<file path="src/rtl/doodle_pkg.sv">
// ---------------------------------------------------------------------------
// doodle_pkg
//   Shared definitions for the push-button conditioners.
//   - state_t   : 3-bit encoding of the debounce / pulse FSM states
//   - DEF_N_DC  : default debounce counter width (2^20 cycles ~ 10.5 ms @ 100 MHz)
//   - DEF_N_RPT : default auto-repeat counter width
//   - SIM_N_DC / SIM_N_RPT : short widths so simulations finish quickly
//   - cnt_width() : width of the shared state counter for a given build
// ---------------------------------------------------------------------------
package doodle_pkg;

    typedef enum logic [2:0] {
        ST_INI  = 3'd0,   // idle, button released
        ST_WQ   = 3'd1,   // press seen, waiting for quiet time
        ST_SCEN = 3'd2,   // one-cycle press pulse
        ST_WH   = 3'd3,   // held
        ST_MCEN = 3'd4,   // one-cycle auto-repeat pulse
        ST_WFQ  = 3'd5    // release seen, waiting for quiet time
    } state_t;

    localparam int DEF_N_DC  = 20;
    localparam int DEF_N_RPT = 26;
    localparam int SIM_N_DC  = 4;
    localparam int SIM_N_RPT = 5;

    // The counter only has to reach 2^N_RPT-1 when auto-repeat is built in.
    function automatic int cnt_width(input int n_dc, input int n_rpt, input bit rpt_en);
        return (rpt_en && (n_rpt > n_dc)) ? n_rpt : n_dc;
    endfunction

endpackage

</file>
<file path="src/rtl/btn_debounce_pulse_sync_2ff.sv">
// ---------------------------------------------------------------------------
// sync_2ff
//   Two-stage synchronizer for an asynchronous pad input. Both stages clear
//   to 0 on reset. Reusable for any single-bit pad.
//   Ports:
//     board_clk in  : destination clock, rising edge
//     reset     in  : asynchronous, active-high
//     d         in  : asynchronous input
//     q         out : synchronized output (two board_clk edges of latency)
// ---------------------------------------------------------------------------
module sync_2ff (
    input  logic board_clk,
    input  logic reset,
    input  logic d,
    output logic q
);

    logic meta_reg;
    logic sync_reg;

    always_ff @(posedge board_clk or posedge reset) begin
        if (reset) begin
            meta_reg <= 1'b0;
            sync_reg <= 1'b0;
        end else begin
            meta_reg <= d;
            sync_reg <= meta_reg;
        end
    end

    assign q = sync_reg;

endmodule

</file>
<file path="src/rtl/btn_debounce_pulse.sv">
// ---------------------------------------------------------------------------
// btn_debounce_pulse
//   Conditions one raw push-button: synchronizes it, debounces it with a
//   quiet-time counter, and produces a debounced level plus a single-cycle
//   enable pulse per accepted press.
//
//   Build option: define BTN_AUTOREPEAT_MCEN_EN to add the auto-repeat state;
//   mcen then pulses with the press and every 2^N_RPT+1 cycles while held.
//   Without it mcen is constant 0 and N_RPT has no effect.
//
//   Parameters:
//     N_DC  : debounce counter width, quiet time = 2^N_DC cycles
//     N_RPT : auto-repeat counter width (auto-repeat builds only)
//   Ports:
//     board_clk in  : system clock, rising edge
//     reset     in  : asynchronous, active-high
//     btn_in    in  : raw bouncing button pad, active-high
//     db_out    out : debounced button level
//     scen      out : one-cycle pulse per accepted press
//     mcen      out : press + auto-repeat pulses (0 without auto-repeat)
// ---------------------------------------------------------------------------
module btn_debounce_pulse
    import doodle_pkg::*;
#(
    parameter int N_DC  = DEF_N_DC,
    parameter int N_RPT = DEF_N_RPT
) (
    input  logic board_clk,
    input  logic reset,
    input  logic btn_in,
    output logic db_out,
    output logic scen,
    output logic mcen
);

`ifdef BTN_AUTOREPEAT_MCEN_EN
    localparam bit MCEN_EN = 1'b1;
`else
    localparam bit MCEN_EN = 1'b0;
`endif

    localparam int CNT_W = cnt_width(N_DC, N_RPT, MCEN_EN);
    localparam logic [CNT_W-1:0] MAX_DC = CNT_W'((2 ** N_DC) - 1);
`ifdef BTN_AUTOREPEAT_MCEN_EN
    localparam logic [CNT_W-1:0] MAX_RPT = CNT_W'((2 ** N_RPT) - 1);
`endif

    logic             btn_s;
    state_t           state_reg;
    state_t           state_next;
    logic [CNT_W-1:0] cnt_reg;
    logic [CNT_W-1:0] cnt_next;
    logic             cnt_inc;

    sync_2ff u_sync (
        .board_clk (board_clk),
        .reset     (reset),
        .d         (btn_in),
        .q         (btn_s)
    );

    always_ff @(posedge board_clk or posedge reset) begin
        if (reset) begin
            state_reg <= ST_INI;
            cnt_reg   <= '0;
        end else begin
            state_reg <= state_next;
            cnt_reg   <= cnt_next;
        end
    end

    // Next-state logic. Where a drop/release and a terminal count coincide,
    // the level check comes first so the button state always wins.
    always_comb begin
        state_next = state_reg;
        cnt_inc    = 1'b0;
        case (state_reg)
            ST_INI: begin
                if (btn_s) state_next = ST_WQ;
            end
            ST_WQ: begin
                cnt_inc = 1'b1;
                if (!btn_s)                 state_next = ST_INI;
                else if (cnt_reg == MAX_DC) state_next = ST_SCEN;
            end
            ST_SCEN: begin
                state_next = ST_WH;
            end
            ST_WH: begin
`ifdef BTN_AUTOREPEAT_MCEN_EN
                cnt_inc = 1'b1;
                if (!btn_s)                  state_next = ST_WFQ;
                else if (cnt_reg == MAX_RPT) state_next = ST_MCEN;
`else
                if (!btn_s) state_next = ST_WFQ;
`endif
            end
`ifdef BTN_AUTOREPEAT_MCEN_EN
            ST_MCEN: begin
                state_next = ST_WH;
            end
`endif
            ST_WFQ: begin
                cnt_inc = 1'b1;
                if (btn_s)                  state_next = ST_WH;
                else if (cnt_reg == MAX_DC) state_next = ST_INI;
            end
            default: begin
                state_next = ST_INI;
            end
        endcase
    end

    // Every state change restarts the count so each wait measures time
    // spent in its own state only.
    always_comb begin
        cnt_next = cnt_reg;
        if (state_next != state_reg) cnt_next = '0;
        else if (cnt_inc)            cnt_next = cnt_reg + CNT_W'(1);
    end

    // Moore outputs: decoded from the state register only.
    always_comb begin
        db_out = 1'b0;
        scen   = 1'b0;
        mcen   = 1'b0;
        case (state_reg)
            ST_SCEN: begin
                db_out = 1'b1;
                scen   = 1'b1;
                mcen   = MCEN_EN;
            end
            ST_WH:   db_out = 1'b1;
`ifdef BTN_AUTOREPEAT_MCEN_EN
            ST_MCEN: begin
                db_out = 1'b1;
                mcen   = 1'b1;
            end
`endif
            ST_WFQ:  db_out = 1'b1;
            default: begin
                db_out = 1'b0;
            end
        endcase
    end

endmodule

</file>
<file path="config.mk">
export PLATFORM = sky130hd
export DESIGN_NAME = btn_debounce_pulse
export DESIGN_NICKNAME = d
export VERILOG_FILES = /design/src/rtl/doodle_pkg.sv /design/src/rtl/btn_debounce_pulse_sync_2ff.sv /design/src/rtl/btn_debounce_pulse.sv
export SDC_FILE = /design/constraint.sdc
export NUM_CORES = 1
export LEC_CHECK = 0
export BUFFER_PORTS_ARGS = -buffer_cell sky130_fd_sc_hd__buf_2
export CORE_MARGIN = 4
export CORE_UTILIZATION = 63
export CTS_BUF_LIST = sky130_fd_sc_hd__clkbuf_8
export DETAILED_ROUTE_END_ITERATION = 7
export PLACE_DENSITY = 0.81
export RECOVER_POWER = 50
export REMOVE_ABC_BUFFERS = 1
export SYNTH_ARGS = -nofsm -noshare
export SYNTH_HDL_FRONTEND = slang
export SYNTH_SLANG_ARGS = --single-unit
</file>
<file path="constraint.sdc">
create_clock -name board_clk -period 2.1 [get_ports board_clk]
set_input_delay 0.105 -clock board_clk [delete_from_list [all_inputs] [get_ports board_clk]]
set_output_delay 0.105 -clock board_clk [all_outputs]
set_load 0.02 [all_outputs]
</file>
==> impl_metrics.py, run 1 <==
metrics = {
    "grt": {
        "grt-ovfl-total": 0,
        "grt_max_degree": 26,
        "grt_pass1_vias": 1075,
        "antenna_found_initial": 0,
        "grt_pass1_wl_mm": 4.92,
        "grt_use_total_pct": 19.9,
    },
    "timing": {
        "grt_setup_unrepaired": "false",
        "fmax_mhz": 545,
        "setup_viol": 0,
        "max_slew_margin_pct": 13.4,
        "fin_worst_skew_ps": 2.44,
        "final_min_period_over_clock_period_pct": 87.4,
        "fin_crit_ps": 1840,
        "finalHoldViolCount": 0,
        "tns_ps": 0,
        "hold_ws_ps": 369,
        "worstMarginPinSlew_ps": 1300,
        "drv_slew": 0,
    },
    "placement": {
        "gp_congestion": 0.771,
        "portBuffers": 4,
        "place_area_um2": 1430,
        "dp_hpwl_mm": 1.81,
    },
    "die": {
        "core_area_um2": 2040,
        "rows": 16,
        "die_width_um": 55.2,
        "fp.dieH_um": 55.2,
        "io_pins": 6,
        "dieArea_um2": 3050,
        "start_util_pct": 68.8,
    },
    "worst_setup_path": {
        "reg2reg_to": "cnt_reg[19]",
        "ff2ff_path_depth": 4,
        "crit_path_start": "cnt_reg[4]",
        "crit_required_ps": 2290,
        "path_class": "flip-flop to flip-flop",
        "cp-start-kind": "flip-flop",
        "critical_path.max_fanout": 17,
        "cp.arrival_ps": 2020,
        "cp-endpoint": "cnt_reg[19]",
        "r2r-start": "cnt_reg[4]",
        "ff2ff_setup_slack_ps": 260,
        "cp-end-kind": "flip-flop",
    },
    "yosys": {
        "ys.flop_type": "dfrtp_1",
        "seq_area_frac_synth_pct": 44.5,
        "synth_seq_cells": 25,
        "syn_inst": 146,
        "yosysWarnings": 0,
        "synth_edf_count": 0,
        "syn_avg_cell_area_um2": 9.62,
        "syn_area_um2": 1410,
        "synth.distinct_cells": 37,
        "async_flop_share_pct": 100,
    },
    "detailed_routing": {
        "dr.pass1.iters": 5,
        "post_drt_via_cell_ratio": 6.32,
        "first_iter_violations": 33,
        "wl_per_cell_um": 15.3,
        "ant_nets": 0,
        "vias": 1119,
        "drt-total-wl_mm": 2.70,
        "drc": 0,
    },
    "clocking": {
        "cts-buffers-inserted": 3,
        "ctsHtreeMaxLevel": 1,
        "cts_hold_buf": 2,
        "cts_tree": "yes",
        "clk_path_buf_depth": 2,
        "clk_latency_ps": 270,
        "post_cts_buffers": 0,
        "root_buffer": "clkbuf_8",
        "clock_sinks": 25,
        "cts_resized": 0,
        "clkTransAtPathRegs_ps": 80,
    },
    "final_layout": {
        "fillCellCount": 154,
        "layout_commonest_cell": "dfrtp_1",
        "area_growth_pct": 6.32,
        "final_area_um2": 1490,
        "largest_reg_flops": 20,
        "final_nets": 155,
        "diodes": 0,
        "fin_util_pct": 73.2,
        "drive_gt1_share_pct": 9.33,
        "final_cell_mix": "dfrtp_1, a21oi_1, nand3_1, a22oi_1",
    },
    "power": {
        "ir_drop_mv": 0.431,
        "power.leakage_nw": 0.635,
        "power_mw": 0.823,
        "p_per_area_nw_per_um2": 551,
    },
    "job": {
        "cap_violations": 0,
    },
    "min_path": {
        "hold_class": "flip-flop to flip-flop",
    },
    "outcome": {
        "outcome": "completed",
    },
}
==> report_power, final <==
group          internal (mW)  switching, mW  total, mW
sequential             0.487        0.00835      0.495
combinational         0.0172         0.0329     0.0501
clock                  0.131          0.147      0.278
==> cell type report <==
| type | count | area (um2) | area share [%] |
|---|---|---|---|
| clock buffer | 3 | 41.3 | 2.76 |
| clock inverter | 1 | 3.75 | 0.251 |
| inverter | 2 | 7.51 | 0.503 |
| multi-input combinational | 109 | 716 | 47.9 |
| sequential | 25 | 626 | 41.9 |
| tap | 27 | 33.8 | 2.26 |
| timing repair buffer | 10 | 66.3 | 4.44 |
==> per-stage QoR <==
step	setup slack (ps)	cells
floorplan	362	136
global placement	326	171
detailed placement	286	171
CTS	272	177
global route	75.8	177
finish	264	177
==> kinds of logic (layout without fill, tap and decap cells) <==
| family | count (synthesis) | after routing | share of synthesized area [%] |
|---|---|---|---|
| and+or+nand+nor | 59 | 59 | 25.9 |
| AOI/OAI and AO/OA | 37 | 37 | 16.9 |
| DFF | 25 | 25 | 44.5 |
| buffers and inverters | 12 | 16 | 4.54 |
| xor gates and xnor gates | 10 | 10 | 6.23 |
| adders and majority gates | 1 | 1 | 0.890 |
| other | 1 | 1 | 0.267 |
| muxes | 1 | 1 | 0.712 |
==> Yosys cell counts (2+ instances only) <==
cell type,instances,share of area (%)
nand2b_1,2,0.89
nand2_1,8,2.1
a21oi_1,11,3.9
o31ai_1,3,1.6
or3_1,6,2.7
nor2b_1,6,2.7
or4_1,3,1.6
and4_1,3,1.9
and2_1,3,1.3
nor2_1,3,0.80
xnor2_1,2,1.2
buf_4,4,2.1
dfrtp_1,25,45
nand3_1,9,3.2
a22oi_1,9,4.8
xor2_1,8,5.0
buf_2,3,1.1
inv_1,2,0.53
and3_1,2,0.89
nand4_1,8,3.6
clkbuf_1,3,0.80
o21ai_0,8,2.8
==> metal layers <==
layer  share of wire (%)  GRT usage, %  up-vias
li1                    -             -      553
met1                  50          28.4      546
met2                  46          30.1       15
met3                 2.7          3.73        5
met4                 1.6          7.29        0
met5                   0             0        -
==> worst min-delay path by stage <==
stage | slack (ps) | to | startpoint | cells past startpoint
2_1_floorplan | 130 | cnt_reg[0] | reset | 1
3_3_place_gp | 160 | cnt_reg[15] | reset | 3
3_5_place_dp | 180 | cnt_reg[17] | reset | 3
4_1_cts | 370 | u_sync.q | u_sync.meta_reg | 0
5_1_grt | 380 | u_sync.q | u_sync.meta_reg | 0
6_report | 370 | u_sync.q | u_sync.meta_reg | 0
==> critical path, stage by stage, from the launching register on <==
cell     delay (ps)
dfrtp_1         420
and4_1          350
nand4_4         260
or4_1           550
a22oi_1         160
(Power assumes the default switching activity.)
==> inputs of run 2 (changes only) <==
- ABC_AREA: default -> 1
==> run 2 against run 1 <==
Sequential share of layout area fell by 4.4 points. Hold slack got worse by 10 ps. Critical path depth rose by 9. Sequential power rose by 7.1%. Die area rose by 7.2%. Critical path type unchanged. Largest cell class unchanged.
==> impl_metrics.py, run 2 <==
metrics = {
    "grt": {
        "grt_use_total_pct": 18.9,
        "antenna_found_initial": 0,
        "grt_max_degree": 26,
        "grt_pass1_wl_mm": 4.90,
        "grt_pass1_vias": 1183,
        "grt-ovfl-total": 0,
    },
    "timing": {
        "setup_viol": 0,
        "final_min_period_over_clock_period_pct": 92.9,
        "fin_worst_skew_ps": 4.28,
        "drv_slew": 0,
        "worstMarginPinSlew_ps": 1290,
        "tns_ps": 0,
        "hold_ws_ps": 359,
        "fmax_mhz": 513,
        "grt_setup_unrepaired": "false",
        "finalHoldViolCount": 0,
        "max_slew_margin_pct": 13.9,
        "fin_crit_ps": 1950,
    },
    "yosys": {
        "synth_top_family_by_area": "simple AND/OR/NAND/NOR gates",
        "synth_seq_cells": 25,
        "syn_area_um2": 1520,
        "async_flop_share_pct": 100,
        "synth_simple_gate_area_share_pct": 37.1,
        "yosys.area.top_type": "dfrtp_1",
        "synth_fa_ha_area_share_pct": 0.821,
        "synth_compound_area_share_pct": 1.15,
        "synth_xor_area_share_pct": 9.77,
        "synth_top_cell_area_share_pct": 41.1,
        "synth_area_leaders": "dfrtp_1, nand2_1, nor2_2, xor2_1, inv_1",
        "synthTopCellsByCount": "nand2_1, dfrtp_1, nor2_2, inv_1, nor2_1",
        "ys.flop_type": "dfrtp_1",
        "seq_area_frac_synth_pct": 41.1,
        "post-synth-top-count-cell": "nand2_1",
        "synth.distinct_cells": 26,
        "yosysWarnings": 0,
        "muxShareOfSynthArea_pct": 0.657,
        "syn_inst": 182,
        "synth_edf_count": 0,
        "syn_avg_cell_area_um2": 8.37,
    },
    "detailed_routing": {
        "ant_nets": 0,
        "first_iter_violations": 34,
        "drt-total-wl_mm": 2.75,
        "post_drt_via_cell_ratio": 5.24,
        "dr.pass1.iters": 4,
        "drc": 0,
        "vias": 1159,
        "wl_per_cell_um": 12.4,
    },
    "clocking": {
        "cts_tree": "yes",
        "cts-buffers-inserted": 3,
        "clk_path_buf_depth": 2,
        "clk_latency_ps": 270,
        "clkTransAtPathRegs_ps": 90,
        "clock_sinks": 25,
        "root_buffer": "clkbuf_8",
        "ctsHtreeMaxLevel": 1,
    },
    "final_layout": {
        "layout_commonest_cell": "nand2_1",
        "area_growth_pct": 9.61,
        "layout.cells.non_filler": 221,
        "final_cell_mix": "nand2_1, dfrtp_1, nor2_2",
        "largest_reg_flops": 20,
        "final_nets": 198,
        "drive_gt1_share_pct": 30.1,
        "fin_util_pct": 74.1,
        "diodes": 0,
    },
    "worst_setup_path": {
        "path_class": "flip-flop to flip-flop",
        "cp-end-kind": "flip-flop",
        "cp.arrival_ps": 2110,
        "crit_required_ps": 2260,
        "cp-start-kind": "flip-flop",
        "ff2ff_setup_slack_ps": 150,
        "critical_path.max_fanout": 10,
    },
    "power": {
        "power_mw": 1.06,
        "power.leakage_nw": 0.765,
        "ir_drop_mv": 0.474,
        "p_per_area_nw_per_um2": 637,
    },
    "die": {
        "core_area_um2": 2250,
        "die_width_um": 57.2,
        "fp.dieH_um": 57.2,
        "rows": 17,
        "dieArea_um2": 3270,
        "io_pins": 6,
        "start_util_pct": 67.6,
    },
    "placement": {
        "gp_congestion": 0.806,
        "dp_hpwl_mm": 1.95,
        "portBuffers": 4,
        "dp.cells": 212,
    },
    "job": {
        "cap_violations": 0,
    },
    "min_path": {
        "hold_class": "flip-flop to flip-flop",
    },
    "outcome": {
        "outcome": "completed",
    },
}
run 2: cell families after synthesis:
group / after synthesis
AO/OA/AOI/OAI: 3
XOR/XNOR: 17
adder cells (fa/ha/maj): 1
buffers and inverters: 29
flip-flops: 25
multiplexers: 1
other: 1
AND/OR/NAND/NOR: 105
run 2: layout make-up:
type | count | area [um2]
multi-input cells | 128 | 761
flip-flops and latches | 25 | 626
fillers | 173 | 584
repair buffers | 11 | 104
inverters | 25 | 98.8
clock buffers | 3 | 41.3
well taps | 28 | 35.0
clock inverters | 1 | 5.00
run 2: final timing paths:
check	from	to	depth (start not counted)
min	u_sync.meta_reg	u_sync.q	0
max	cnt_reg[1]	cnt_reg[2]	13
max reg2reg	cnt_reg[1]	cnt_reg[2]	13
min in group asynchronous	reset	cnt_reg[17]	4
min reg2reg	u_sync.meta_reg	u_sync.q	0
max in group asynchronous	reset	cnt_reg[0]	4
run 2: where the power goes:
part	total, mW	internal (mW)	leakage (nW)	switching, mW
registers	0.530	0.504	0.341	0.0257
clock network	0.283	0.133	0.0255	0.150
logic	0.252	0.108	0.399	0.144
total	1.06	0.745	0.765	0.320
run 2: repair_timing:
item,in CTS,in global routing
hold buffers,2,0
hold endpoints to repair,26,0
setup endpoints to repair,0,20
setup buffers,0,2
resized for setup,0,1
run 2: critical path: stages (launching register included):
cell       delay, ps
dfrtp_1          380
ha_2             200
nand3_2          130
nor2_1           160
nand3_1          130
nand2_1           90
nand2_1           60
nand2_1           70
nand2_1          100
nand2_2           80
nand2_1           70
nand3_2          130
clkbuf_16        200
nor2_2            40
run 2: routing by layer:
layer	vias up	global-route usage, %	routed length (um)
li1	568	-	-
met3	9	4.07	76
met5	-	0	0
met4	0	5.96	59
met2	22	32.6	1350
met1	560	23.5	1270
run 2: per-stage QoR:
stage | instance area (um2) | setup slack, ps
after floorplan | 1480 | 191
after global placement | 1570 | 293
after detailed placement | 1570 | 211
after CTS | 1630 | 140
after global routing | 1670 | 1.31
final | 1670 | 150
